--- src/rtl/apb_arbiter.sv ---
`timescale 1ns/1ps
// ---------------------------------------------------------------------------
// apb_arbiter
//
// Round-robin front end that lets two requesters share one APB master.
// A requester raises req[i] with its command fields held stable. The arbiter
// picks an owner, latches that owner's command into the master command
// registers and pulses transfer for one cycle. It then watches the bus phase
// signals until the access completes, or until the WAIT-state limit forces a
// timeout. Finally it returns done/rdata/error/tmo to the owner.
//
// Parameter
//   TIMEOUT     WAIT-state cycle limit before forced completion (2..255)
//
// Ports
//   PCLK        clock, rising edge
//   PRESET      asynchronous active-high reset
//   req[1:0]    request level per requester
//   req_write   per-requester direction (1 = write)
//   req_addr    per-requester address, [31:0] req0, [63:32] req1
//   req_wdata   per-requester write data, packed as req_addr
//   req_strb    per-requester byte strobes, [3:0] req0, [7:4] req1
//   req_prot    per-requester protection, [2:0] req0, [5:3] req1
//   req_pnse    per-requester PNSE bit
//   gnt         one-hot owner of the current transaction, 0 when idle
//   done        one-cycle completion pulse to the owner
//   rdata       read data returned with done (0 for writes and timeouts)
//   error       slave error or timeout, valid with done
//   tmo         timeout flag, valid with done
//   transfer    one-cycle start pulse to the APB master
//   write_en, waddr, wdata, strb, prot, pnse
//               registered master command fields
//   PSELx, PENABLE, PREADY, PSLVERR, PRDATA
//               bus phase monitors and read data
// ---------------------------------------------------------------------------
//
// state | meaning
// ------+--------------------------------------------------------------
// IDLE  | no owner; arbitrate among pending requests
// ISSUE | command registers loaded; pulse transfer, clear WAIT counter
// WAIT  | waiting for PSELx & PENABLE & PREADY or the WAIT-state limit
// DONE  | pulse done to the owner, hand priority to the other requester
// ---------------------------------------------------------------------------
module apb_arbiter #(
    parameter int TIMEOUT = 16
) (
    input  logic        PCLK,
    input  logic        PRESET,
    input  logic [1:0]  req,
    input  logic [1:0]  req_write,
    input  logic [63:0] req_addr,
    input  logic [63:0] req_wdata,
    input  logic [7:0]  req_strb,
    input  logic [5:0]  req_prot,
    input  logic [1:0]  req_pnse,
    output logic [1:0]  gnt,
    output logic [1:0]  done,
    output logic [31:0] rdata,
    output logic        error,
    output logic        tmo,
    output logic        transfer,
    output logic        write_en,
    output logic [31:0] waddr,
    output logic [31:0] wdata,
    output logic [3:0]  strb,
    output logic [2:0]  prot,
    output logic        pnse,
    input  logic        PSELx,
    input  logic        PENABLE,
    input  logic        PREADY,
    input  logic        PSLVERR,
    input  logic [31:0] PRDATA
);

    typedef enum logic [1:0] {
        ST_IDLE  = 2'd0,
        ST_ISSUE = 2'd1,
        ST_WAIT  = 2'd2,
        ST_DONE  = 2'd3
    } state_t;

    // The counter starts at 0 in the first WAIT cycle; the access is abandoned
    // at the edge where it would step to TIMEOUT-1, i.e. after TIMEOUT-1 WAIT
    // cycles without completion.
    localparam logic [7:0] CNT_LAST = 8'(TIMEOUT - 2);

    state_t      state;
    state_t      state_nxt;
    logic [7:0]  cnt;
    logic        ptr;
    logic [1:0]  win;
    logic        bus_done;
    logic        cnt_last;

    assign bus_done = PSELx & PENABLE & PREADY;
    assign cnt_last = (cnt == CNT_LAST);

    // Round-robin pick: ptr only matters when both requesters are pending.
    always_comb begin
        win = 2'b00;
        case (req)
            2'b01:   win = 2'b01;
            2'b10:   win = 2'b10;
            2'b11:   win = ptr ? 2'b10 : 2'b01;
            default: win = 2'b00;
        endcase
    end

    // -----------------------------------------------------------------------
    // State register
    // -----------------------------------------------------------------------
    always_ff @(posedge PCLK or posedge PRESET) begin
        if (PRESET) begin
            state <= ST_IDLE;
        end else begin
            state <= state_nxt;
        end
    end

    // -----------------------------------------------------------------------
    // Next-state logic
    // -----------------------------------------------------------------------
    always_comb begin
        state_nxt = state;
        case (state)
            ST_IDLE: begin
                if (req != 2'b00) begin
                    state_nxt = ST_ISSUE;
                end
            end
            ST_ISSUE: begin
                state_nxt = ST_WAIT;
            end
            ST_WAIT: begin
                // Completion and the limit may coincide; both leave for DONE,
                // the datapath below gives completion priority.
                if (bus_done || cnt_last) begin
                    state_nxt = ST_DONE;
                end
            end
            ST_DONE: begin
                state_nxt = ST_IDLE;
            end
            default: begin
                state_nxt = ST_IDLE;
            end
        endcase
    end

    // -----------------------------------------------------------------------
    // State-decoded outputs
    // -----------------------------------------------------------------------
    always_comb begin
        transfer = 1'b0;
        done     = 2'b00;
        case (state)
            ST_ISSUE: transfer = 1'b1;
            ST_DONE:  done     = gnt;
            default: begin
                transfer = 1'b0;
                done     = 2'b00;
            end
        endcase
    end

    // -----------------------------------------------------------------------
    // Owner, command registers, WAIT counter, priority pointer and response
    // -----------------------------------------------------------------------
    always_ff @(posedge PCLK or posedge PRESET) begin
        if (PRESET) begin
            gnt      <= 2'b00;
            ptr      <= 1'b0;
            cnt      <= 8'd0;
            rdata    <= 32'd0;
            error    <= 1'b0;
            tmo      <= 1'b0;
            write_en <= 1'b0;
            waddr    <= 32'd0;
            wdata    <= 32'd0;
            strb     <= 4'd0;
            prot     <= 3'd0;
            pnse     <= 1'b0;
        end else begin
            case (state)
                ST_IDLE: begin
                    if (req != 2'b00) begin
                        gnt <= win;
                        if (win[1]) begin
                            write_en <= req_write[1];
                            waddr    <= req_addr[63:32];
                            wdata    <= req_wdata[63:32];
                            strb     <= req_strb[7:4];
                            prot     <= req_prot[5:3];
                            pnse     <= req_pnse[1];
                        end else begin
                            write_en <= req_write[0];
                            waddr    <= req_addr[31:0];
                            wdata    <= req_wdata[31:0];
                            strb     <= req_strb[3:0];
                            prot     <= req_prot[2:0];
                            pnse     <= req_pnse[0];
                        end
                    end
                end
                ST_ISSUE: begin
                    cnt <= 8'd0;
                end
                ST_WAIT: begin
                    if (bus_done) begin
                        rdata <= write_en ? 32'd0 : PRDATA;
                        error <= PSLVERR;
                        tmo   <= 1'b0;
                    end else begin
                        cnt <= cnt + 8'd1;
                        if (cnt_last) begin
                            rdata <= 32'd0;
                            error <= 1'b1;
                            tmo   <= 1'b1;
                        end
                    end
                end
                ST_DONE: begin
                    // Priority passes to whoever did not own this transaction.
                    ptr <= gnt[0];
                    gnt <= 2'b00;
                end
                default: begin
                    gnt <= 2'b00;
                end
            endcase
        end
    end

endmodule

--- config.mk ---
export PLATFORM = sky130hd
export DESIGN_NAME = apb_arbiter
export DESIGN_NICKNAME = d
export VERILOG_FILES = /design/src/rtl/apb_arbiter.sv
export SDC_FILE = /design/constraint.sdc
export NUM_CORES = 1
export LEC_CHECK = 0
export CAP_MARGIN = 5
export CORE_ASPECT_RATIO = 0.75
export CORE_MARGIN = 2
export CORE_UTILIZATION = 41
export CTS_CLUSTER_DIAMETER = 40
export DETAILED_ROUTE_END_ITERATION = 10
export HOLD_SLACK_MARGIN = 0.1
export PLACE_DENSITY = 0.86
export SLEW_MARGIN = 30
export SYNTH_ARGS = -nofsm -noshare
export SYNTH_HDL_FRONTEND = slang
export SYNTH_SLANG_ARGS = --single-unit
--- constraint.sdc ---
create_clock -name PCLK -period 12.35 [get_ports PCLK]
set_input_delay 2.47 -clock PCLK [delete_from_list [all_inputs] [get_ports PCLK]]
set_output_delay 2.47 -clock PCLK [all_outputs]
set_load 0.01 [all_outputs]
# [Word level (Yosys, flattened, before mapping)]
# Cells that the tools add are included.
[word_totals] reg_bits=120 out_inout_bits=112 word_cells=60
[op_classes] addsub=1 n_bitwise=2 n_mux=23 n_eq_ne=10 n_reduce_logical=11
[ops] operator="$mux W32" n=5
[ops] operator="$pmux W8 S2" n=1
[ops] operator="$mux W2" n=5
[ops] operator="$reduce_and A2 Y1" n=5
[ops] operator="$add A8 B1 Y8 const B" n=1
[ops] operator="$eq A2 B2 Y1 const B" n=4
[ops] operator="$eq A8 B4 Y1 const B" n=1
[ops] operator="$mux W8" n=1
[ops] operator="$pmux W2 S4" n=1
[ops] operator="$reduce_bool A2 Y1" n=4
[ops] operator="$mux W1" n=6
[ops] operator="$ne A2 B2 Y1 const B" n=3
[ops] operator="$pmux W2 S3" n=1
[ops] operator="$eq A2 B1 Y1 const B" n=2
[ops] operator="$mux W4" n=1
[ops] operator="$pmux W2 S2" n=1
[ops] operator="$mux W3" n=1
[ops] operator="$and A1 B1 Y1" n=2
[ops] operator="$logic_not A2 Y1" n=1
[ops] operator="$logic_or A1 B1 Y1" n=1

# [Longest topological paths before layout]
# Gate-level depths: netlist of run 1.
[depth] depth_word=5 ltp_mapped=8 mapped_depth_nobuf=6

# [Worst setup path before layout of run 1]
# Ideal clock, no wire load.
[synth_path] path_kind="input-to-reg" start="in PREADY" end="reg rdata[28]" slack_ns=9.005 cell_stages=5 required_time_ns=12.284 t_arrival_ns=3.279 path_buffers=1 path_cell_list="and3_1 nand2_1 nor2_1 buf_2 a22o_1"
[synth_between] elab_chain_cells=3 elab_cells_between_ends=4 cone_classes="1 x mux; 1 x bitwise; 2 x reduce/logical"
[synth_rtl] element="start: declaration" line="70" source="input logic PREADY,"
[synth_rtl] element="$and A1 B1 Y1 (*)" line="95" source="assign bus_done = PSELx & PENABLE & PREADY;"
[synth_rtl] element="$reduce_bool A2 Y1 (no line)"
[synth_rtl] element="$reduce_and A2 Y1 (no line)"
[synth_rtl] element="end signal: assignment" line="210" source="rdata <= write_en ? 32'd0 : PRDATA;"
[synth_rtl] element="end: declaration" line="58" source="output logic [31:0] rdata,"
# Mark *: on every way between the ends. The rest lies on a longest branch, timed or not.
# A chain may end at the register's enable or synchronous reset.

# [Worst setup path after layout of run 1]
[layout_path] start="in req[0]" end="reg wdata[11]"
[layout_between] elab_chain_cells=3 elab_cells_between_ends=7 cone_classes="3 x eq/ne; 2 x mux; 2 x reduce/logical"
[layout_rtl] element="start: declaration" line="49" source="input logic [1:0] req,"
[layout_rtl] element="$eq A2 B2 Y1 or $eq A2 B1 Y1 (tied branches)" line="101" source="case (req)"
[layout_rtl] element="$pmux W2 S3" line="101"
[layout_rtl] element="$mux W32" line="188" source="if (win[1]) begin"
[layout_rtl] element="end signal: assignment" line="191" source="wdata <= req_wdata[63:32];"
[layout_rtl] element="end signal: assignment" line="198" source="wdata <= req_wdata[31:0];"
[layout_rtl] element="end: declaration" line="64" source="output logic [31:0] wdata,"
# Several ways; a longest one is shown, not always the timed one.

==> results of run 1 <==
==> logic make-up after synthesis <==
group / count (synthesis)
compound gates: 199
flops: 120
simple gates: 105
buf+inv: 48
fa+ha+maj: 7
mux: 4
xor+xnor: 1
==> final timing paths <==
check                      startpoint  slack [ns]  depth (start not counted)         to
setup / recovery               req[0]        7.92                          5  wdata[11]
hold / removal               waddr[6]        0.48                          2   waddr[6]
setup reg to reg                  ptr       10.17                          5  wdata[11]
hold reg to reg              waddr[6]        0.48                          2   waddr[6]
max in group asynchronous      PRESET        8.50                          3   rdata[3]
min in group asynchronous      PRESET        2.55                          2  rdata[13]
==> report_power, final <==
part           total (µW)  internal (µW)  switching, µW
clock network         460            277            184
registers             675            568            107
logic                 829            448            381
total                1960           1290            672
==> sequential cells by signal, indices dropped and copies added (netlist names) <==
register,cells
strb,4
waddr,32
error,1
write_en,1
ptr,1
wdata,32
prot,3
tmo,1
gnt,2
rdata,32
state,2
cnt,8
pnse,1
==> through the flow <==
stage,total power (µW),util (%),hold WS (ns)
2_1_floorplan,1020,-,0.440
3_3_place_gp,1470,66.7,0.458
3_5_place_dp,1510,66.8,0.469
4_1_cts,1980,71.4,0.477
5_1_grt,2070,71.4,0.501
6_report,1960,71.4,0.476
==> area by class of cell <==
type	instances	share of cell area (%)
clock buffers	17	4.89
clock inverters	15	1.50
inverters	7	0.331
multi-input cells	316	21.7
flip-flops and latches	120	34.6
well taps	166	2.39
repair buffers	301	34.6
==> worst reg2reg max path, stage by stage, from the launching register on <==
cell,delay [ns]
dfrtp_1,0.43
inv_1,0.10
a21boi_4,0.53
buf_4,0.58
o22ai_1,0.22
o21ai_0,0.23
==> routing by layer <==
layer	global-route usage, %	part of all wire [%]	vias to the layer above
met5	0	0	-
met4	11.1	3.2	0
met3	7.58	7.6	43
met2	43.2	51	240
met1	28.7	39	2358
li1	-	-	2332
==> cells in the final DEF, fill, tap and decap left out, types with 2 or more instances in the layout <==
cell / n
clkbuf_16: 17
o41ai_1: 2
clkinv_4: 4
clkinv_2: 5
and2_1: 4
clkinvlp_4: 3
inv_1: 6
o21ai_1: 14
buf_4: 3
mux2i_1: 3
inv_6: 2
o21ai_0: 65
a21oi_1: 4
o21ai_4: 2
nand2_1: 82
ha_1: 7
o311ai_0: 2
dfrtp_1: 120
clkdlybuf4s50_1: 297
o22ai_1: 73
a21boi_4: 2
a22o_1: 31
nand3_1: 8
nor2_1: 2
==> summary.md, run 1 <==
| Metric | Value |
|---|---|
| CP required | `12.65 ns` |
| Synth Area in Compound Gates | `24.5%` |
| Final hold vios | `0` |
| IO buf count | `297` |
| Most common cell in the netlist | `dfrtp_1` |
| Cells after synthesis | `484` |
| CTS tree | `done` |
| Hold Crit Class | `register to register` |
| Worst Slack Setup Final | `a little under 8 ns` |
| Highest cell delay on the worst timing path | `about 0.63 ns` |
| Post-Route WL | `between 15000 and 20000 µm` |
| Post-Synth Adder-Cell Area | `1.72%` |
| Max stage delay cell, worst path | `clkdlybuf4s50_1` |
| Setup TNS | `0 ns` |
| FF/Latch Area | `3000 µm²` |
| Mapped cell area | `5080 µm²` |
| First DRT Iteration DRCs | `287` |
| Crit path max fanout | `50` |
| Layout fillers | `873` |
| Fin area | `8690 µm²` |
| Detailed-route via count | `between 4000 and 5000` |
| Tcrit/Tclk final | `between 30% and 40%` |
| ANT cells | `0` |
| Placer Congestion | `0.855` |
| Die area | `around 13000 µm²` |
| Netlist cell types | `36` |
| Critical Path AT | `roughly 4.7 ns` |
| Largest cells by area after synthesis | `dfrtp_1 (59%), o22ai_1 (9.0%), o21ai_0 (6.4%), nand2_1 (6.1%), a22o_1 (5.3%)` |
| Placed Cells incl. Taps | `910` |
| CP cell instances | `clkdlybuf4s50_1, a21boi_4, buf_4, o22ai_1, o21ai_0` |
| PwrDens | `226 nW/µm²` |
| Die Ht | `roughly 100 µm` |
| Total global-route track usage | `24.9%` |
| Unrepaired setup endpoints after global routing | `no` |
| Area leader, netlist | `dfrtp_1` |
| DP Worst Slack | `around 7.6 ns` |
| Multi-input logic area | `between 1500 and 2000 µm²` |
| Status | `finished clean` |
| Combinational family with the most area after synthesis | `compound AO/OA/AOI/OAI gates` |
| Register area share after synthesis | `59.1%` |
| Tmin final | `4.43 ns` |
| Area growth, synth to finish | `71.1%` |
| IR drop worst, VDD | `0.191 mV` |
| Pleak | `0.00370 µW` |
| Congestion Overflow GR | `0` |
| CTS hold repair buffers | `0` |
| Non-filler cells, final | `942` |
| Critical path class | `input port to register` |
| Post-CTS Resized | `0` |
| Nets@finish | `956` |
| DP Wirelength | `12100 µm` |
| DRT Pass-1 Iters | `7` |
| Syn avg cell area | `10.5 µm²` |
| Syn nets | `677` |
| Worst-path clk slew | `about 0.06 ns` |
| Post-Synth Simple-Gate Area | `about 9%` |
| Asr flop ratio synth | `100%` |
| Buf/Inv on CP | `2` |
| CP Launch Type | `input port` |
| I/O pin cnt | `298` |
| Clk Latency, worst-skew pair | `0.40 ns` |
| Clock tree sinks | `120` |
| Max-slew violations | `0` |
| CTS root buf | `clkbuf_16` |
| Layout cell share with drive strength beyond 1 | `5.93%` |
| Setup violations, final | `0` |
| Max-slew headroom | `41.8%` |
| Largest delay share family, worst path | `buffers and inverters` |
| CTS Buf Count | `17` |
| Synth warn | `0` |
| Buffers from clock root to sink, at most | `2` |
| Flops & latches, synth | `120` |
| Synth cell count leaders | `dfrtp_1 (120), nand2_1 (82), o22ai_1 (73)` |
| Number of global-route vias before repair | `5004` |
| Via density | `5.28` |
| Drt wl/cell | `17.6 µm` |
| Post-place instance area | `8140 µm²` |
| Mux cell area share after synthesis | `0.813%` |
| Crit. End Element | `register` |
| Primary FF master, synth | `dfrtp_1` |
| Setup Skew | `~0.011 ns` |
| Rows | `35` |
| EDFF count, synth | `0` |
| Final routed DRC violation total | `0` |
| Core area | `12200 µm²` |
| First-pass GRT wire length | `25900 µm` |
| Initial antenna violation count | `0` |
| Largest net degree at the start of global routing | `145` |
| Worst-margin pin slew | `0.869 ns` |
| Fmax | `0.226 GHz` |
| Post-CTS setup buffers | `0` |
| CTS H-tree depth | `4` |
| Post-synthesis share of cell area spent on xor and xnor gates | `0.172%` |
| Die W | `133 µm` |
| Yosys top cell area share | `approximately three fifths` |
| Post-route ant nets | `0` |
| Starting Density | `between 40% and 50%` |
| Max Cap Viol | `0` |
Note: power is estimated with default switching activity, not from simulation.
==> inputs of run 2 (changes only) <==
- CORE_UTILIZATION: 41 -> 38
- PLACE_DENSITY: 0.86 -> 0.81
- clock period: 12.35 -> 4.15 ns (I/O delays scaled with it)
==> summary.md, run 2 (synthesis gave the netlist of run 1 again) <==
| Metric | Value |
|---|---|
| Multi-input logic area | `1880 µm²` |
| Total global-route track usage | `22.4%` |
| Drt wl/cell | `16.9 µm` |
| First DRT Iteration DRCs | `224` |
| Die Ht | `around 100 µm` |
| Unrepaired setup endpoints after global routing | `no` |
| Die area | `14300 µm²` |
| Fin area | `8780 µm²` |
| Clk Latency, worst-skew pair | `0.40 ns` |
| Post-place instance area | `roughly 8000 µm²` |
| Commonest cells after routing, fill and taps aside | `clkdlybuf4s50_1 (297), dfrtp_1 (120), nand2_1 (82)` |
| CP cell instances | `ha_1, and2_1, clkdlybuf4s50_1` |
| IR drop worst, VDD | `0.412 mV` |
| CTS root buf | `clkbuf_16` |
| Crit. End Element | `output pin` |
| Setup Skew | `between 0.01 and 0.015 ns` |
| Buf/Inv on CP | `1` |
| DP Wirelength | `11700 µm` |
| CTS H-tree depth | `4` |
| Hold Crit Class | `register to register` |
| Die W | `138 µm` |
| I/O pin cnt | `298` |
| Worst-path clk slew | `around 0.050 ns` |
| Fmax | `0.381 GHz` |
| Layout fillers | `964` |
| Buffers from clock root to sink, at most | `2` |
| Post-CTS Resized | `0` |
| CTS Buf Count | `17` |
| Highest cell delay on the worst timing path | `0.58 ns` |
| First-pass GRT wire length | `25000 µm` |
| Final routed DRC violation total | `0` |
| IO buf count | `297` |
| Hold endpoint | `cnt[7]` |
| Hold depth | `1` |
| Placer Congestion | `0.776` |
| ANT cells | `0` |
| Area growth, synth to finish | `72.9%` |
| Via density | `a little over 5` |
| Post-route ant nets | `0` |
| Final hold vios | `0` |
| Setup violations, final | `0` |
| Pleak | `0.00374 µW` |
| Layout cell share with drive strength beyond 1 | `6.17%` |
| R2R cell count | `5` |
| Critical path class | `register to output pin` |
| Tmin final | `2.62 ns` |
| Initial antenna violation count | `0` |
| WP depth | `3` |
| Commonest non-fill, non-tap cell in the layout | `clkdlybuf4s50_1` |
| Worst r2r src | `state[0]` |
| PwrDens | `666 nW/µm²` |
| Starting Density | `39.0%` |
| Largest net degree at the start of global routing | `roughly 150` |
| Congestion Overflow GR | `0` |
| Worst-margin pin slew | `0.741 ns` |
| Number of global-route vias before repair | `4932` |
| Detailed-route via count | `4866` |
| Clock tree sinks | `120` |
| Crit path max fanout | `5` |
| Post-CTS setup buffers | `0` |
| CTS hold repair buffers | `0` |
| Max-slew headroom | `50.6%` |
| Hold path start | `cnt[7]` |
| Largest delay share family, worst path | `buffers and inverters` |
| Nets@finish | `958` |
| Status | `finished clean` |
| Rows | `36` |
| CP required | `3.32 ns` |
| DRT Pass-1 Iters | `4` |
| Post-Route WL | `16000 µm` |
| Max stage delay cell, worst path | `clkdlybuf4s50_1` |
| Max-slew violations | `0` |
| Max Cap Viol | `0` |
| Largest regs | `rdata (32), waddr (32), wdata (32)` |
| Tcrit/Tclk final | `~63%` |
| CTS tree | `done` |
| FF/Latch Area | `3000 µm²` |
| Core area | `13000 µm²` |
| Reg-to-Reg End | `cnt[7]` |
| Setup TNS | `0 ns` |
| CP Launch Type | `register` |
| Critical Path AT | `1.79 ns` |
| R2r setup slk | `2.25 ns` |
==> run 2: changes by cell type in the layout (fill, tap and decap cells not counted), moves of 2 or more <==
cell | previous run | this run
buf_12 | 0 | 4
clkinv_2 | 5 | 2
clkinv_4 | 4 | 2
inv_6 | 2 | 5
==> run 2: metal layers <==
layer,track usage [%],vias up,part of all wire (%)
met5,0,-,0
met4,8.62,0,2.8
met3,6.38,28,7.7
met2,38.1,212,50
met1,26.6,2281,40
li1,-,2345,-
==> run 2: final cells by class <==
cell class / instances / share of cell area (%)
Tap cell: 171 / 2.44
Timing Repair Buffer: 303 / 34.9
Sequential cell: 120 / 34.2
Clock buffer: 17 / 4.84
Inverter: 7 / 0.328
Multi-Input combinational cell: 316 / 21.4
Clock inverter: 15 / 1.88
==> run 2: how the worst max path moves through the flow <==
stage	slack, ns	end	startpoint
after floorplan	0.13	cnt[0]	PRESET
after global routing	1.39	done[0]	state[0]
after detailed placement	1.35	waddr[12]	req[1]
final	1.53	done[0]	state[1]
after global placement	1.45	waddr[14]	req[1]
after CTS	1.48	done[0]	state[1]
==> run 2: power breakdown <==
group	internal [µW]	leakage [µW]	total, µW	switching, µW
Clock	896	0.000283	1450	549
Sequential	1680	0.00152	1980	301
Combinational	1330	0.00194	2430	1100
==> run 2: worst reg2reg max path: cells and delay by family, from the launching register on <==
family	cells	cell delay [ns]
AO/OA/AOI/OAI	2	0.60
flip-flops	1	0.40
adder cells (fa/ha/maj)	1	0.33
AND/OR/NAND/NOR	1	0.30
buffers and inverters	1	0.13
==> run 2: per-stage QoR <==
stage          worst slack (ns)  hold slack, ns  power [µW]  instances  util (%)
3_5_place_dp               1.35           0.470        4450        917      62.9
3_3_place_gp               1.45           0.452        4360        917      62.9
6_report                   1.53           0.478        5850        949      67.5
4_1_cts                    1.48           0.481        5930        949      67.5
2_1_floorplan             0.134           0.440        3020        484         -
5_1_grt                    1.39           0.500        6230        949      67.5
==> inputs of run 3 (changes only) <==
- clock period: 4.15 -> 2.5 ns (I/O delays scaled with it)
==> summary.md, run 3 (synthesis gave the netlist of run 1 again) <==
| Metric | Value |
|---|---|
| Status | `finished clean` |
| Via density | `5.22` |
| Area growth, synth to finish | `73.5%` |
| Setup Skew | `between 0.009 and 0.01 ns` |
| CP Launch Type | `register` |
| Max Cap Viol | `0` |
| DP Wirelength | `11700 µm` |
| CP required | `2.00 ns` |
| Largest net degree at the start of global routing | `121` |
| Setup violations, final | `0` |
| Die W | `138 µm` |
| Detailed-route via count | `approximately 5000` |
| Drt wl/cell | `17.1 µm` |
| DRT Pass-1 Iters | `6` |
| Total global-route track usage | `around 23%` |
| Hold Crit Class | `register to register` |
| Buffers from clock root to sink, at most | `2` |
| Max-slew violations | `0` |
| First-pass GRT wire length | `around 26000 µm` |
| Unrepaired setup endpoints after global routing | `no` |
| Layout cell share with drive strength beyond 1 | `6.40%` |
| Fmax | `roughly 0.43 GHz` |
| Starting Density | `between 30 and 40%` |
| Commonest cells after routing, fill and taps aside | `clkdlybuf4s50_1 (297), dfrtp_1 (120), nand2_1 (82)` |
| ANT cells | `0` |
| PwrDens | `1120 nW/µm²` |
| Tcrit/Tclk final | `around 92%` |
| IO buf count | `297` |
| CTS hold repair buffers | `0` |
| Critical Path AT | `between 1.5 and 2 ns` |
| Setup TNS | `0 ns` |
| First DRT Iteration DRCs | `between 150 and 200` |
| Max-slew headroom | `57.4%` |
| Total Power | `9830 µW` |
| CTS tree | `done` |
| Core area | `13000 µm²` |
| CTS Buf Count | `17` |
| Rows | `36` |
| I/O pin cnt | `298` |
| CTS H-tree depth | `4` |
| Post-CTS Resized | `0` |
| Number of global-route vias before repair | `5059` |
| Post-Route WL | `about 16000 µm` |
| Tmin final | `2.30 ns` |
| Crit path max fanout | `5` |
| Nets@finish | `961` |
| Die area | `approximately 14000 µm²` |
| IR drop worst, VDD | `approximately 0.57 mV` |
| CTS root buf | `clkbuf_16` |
| Commonest non-fill, non-tap cell in the layout | `clkdlybuf4s50_1` |
| Initial antenna violation count | `0` |
| Congestion Overflow GR | `0` |
| Post-route ant nets | `0` |
| Placer Congestion | `0.869` |
| Post-CTS setup buffers | `0` |
| Clock tree sinks | `120` |
| Clk Latency, worst-skew pair | `0.41 ns` |
| Worst-path clk slew | `approximately 0.05 ns` |
| Final hold vios | `0` |
| Largest regs | `rdata (32), waddr (32), wdata (32)` |
| Pleak | `around 0.0037 µW` |
| Critical path class | `register to output pin` |
| Final routed DRC violation total | `0` |
| Crit. End Element | `output pin` |
| Die Ht | `104 µm` |
| Worst-margin pin slew | `0.640 ns` |
[run 3: changes by cell type in the layout (fill, tap and decap cells not counted)]
cell and change:
clkbuf_1 +1, bufinv_16 +1, clkinvlp_4 +3, buf_4 +3
inv_6 -2, inv_4 -1, clkinv_4 -1, inv_8 -1
[run 3: power breakdown]
group	internal, µW	leakage [µW]	switching [µW]	total, µW
Sequential	2790	0.00152	513	3300
Combinational	2220	0.00195	1830	4050
Clock	1570	0.000279	909	2480
Total	6570	0.00375	3260	9830
[run 3: final timing paths]
| path | end | cells after the start | start | slack (ns) |
|---|---|---|---|---|
| setup / recovery | done[0] | 3 | state[0] | 0.20 |
| hold / removal | waddr[4] | 2 | waddr[4] | 0.48 |
| setup reg to reg | state[1] | 5 | state[0] | 0.63 |
| hold reg to reg | waddr[4] | 2 | waddr[4] | 0.48 |
| max in group asynchronous | waddr[20] | 3 | PRESET | 1.36 |
| min in group asynchronous | rdata[6] | 3 | PRESET | 0.65 |
[run 3: worst max-delay path: stages (launching register included)]
cell	delay (ns)
dfrtp_1	0.38
ha_1	0.26
and2_1	0.17
clkdlybuf4s50_1	0.58
[run 3: metrics by stage]
stage	utilization, %	cell area, µm²	instances	setup slack, ns	hold WS, ns
after floorplan	-	5080	484	0.531	0.440
after global placement	63.1	8210	920	0.442	0.460
after detailed placement	63.1	8210	920	0.325	0.470
after CTS	67.7	8820	952	0.176	0.482
after global routing	67.7	8820	952	0.107	0.512
final	67.7	8820	952	0.200	0.476
[run 3: routing by layer]
layer / GRT usage (%) / part of all wire (%) / vias to the layer above
met5: 0 / 0 / -
met4: 9.94 / 2.8 / 0
met3: 6.48 / 7.7 / 31
met2: 40.9 / 50 / 217
met1: 25.6 / 39 / 2369
li1: - / - / 2349
[run 3: final cells by class]
class / instances / area (µm²)
clock buffers: 18 / 429
clock inverters: 14 / 173
fillers: 931 / 4200
inverters: 7 / 30.0
multi-input cells: 316 / 1880
flip-flops and latches: 120 / 3000
well taps: 171 / 214
repair buffers: 306 / 3090
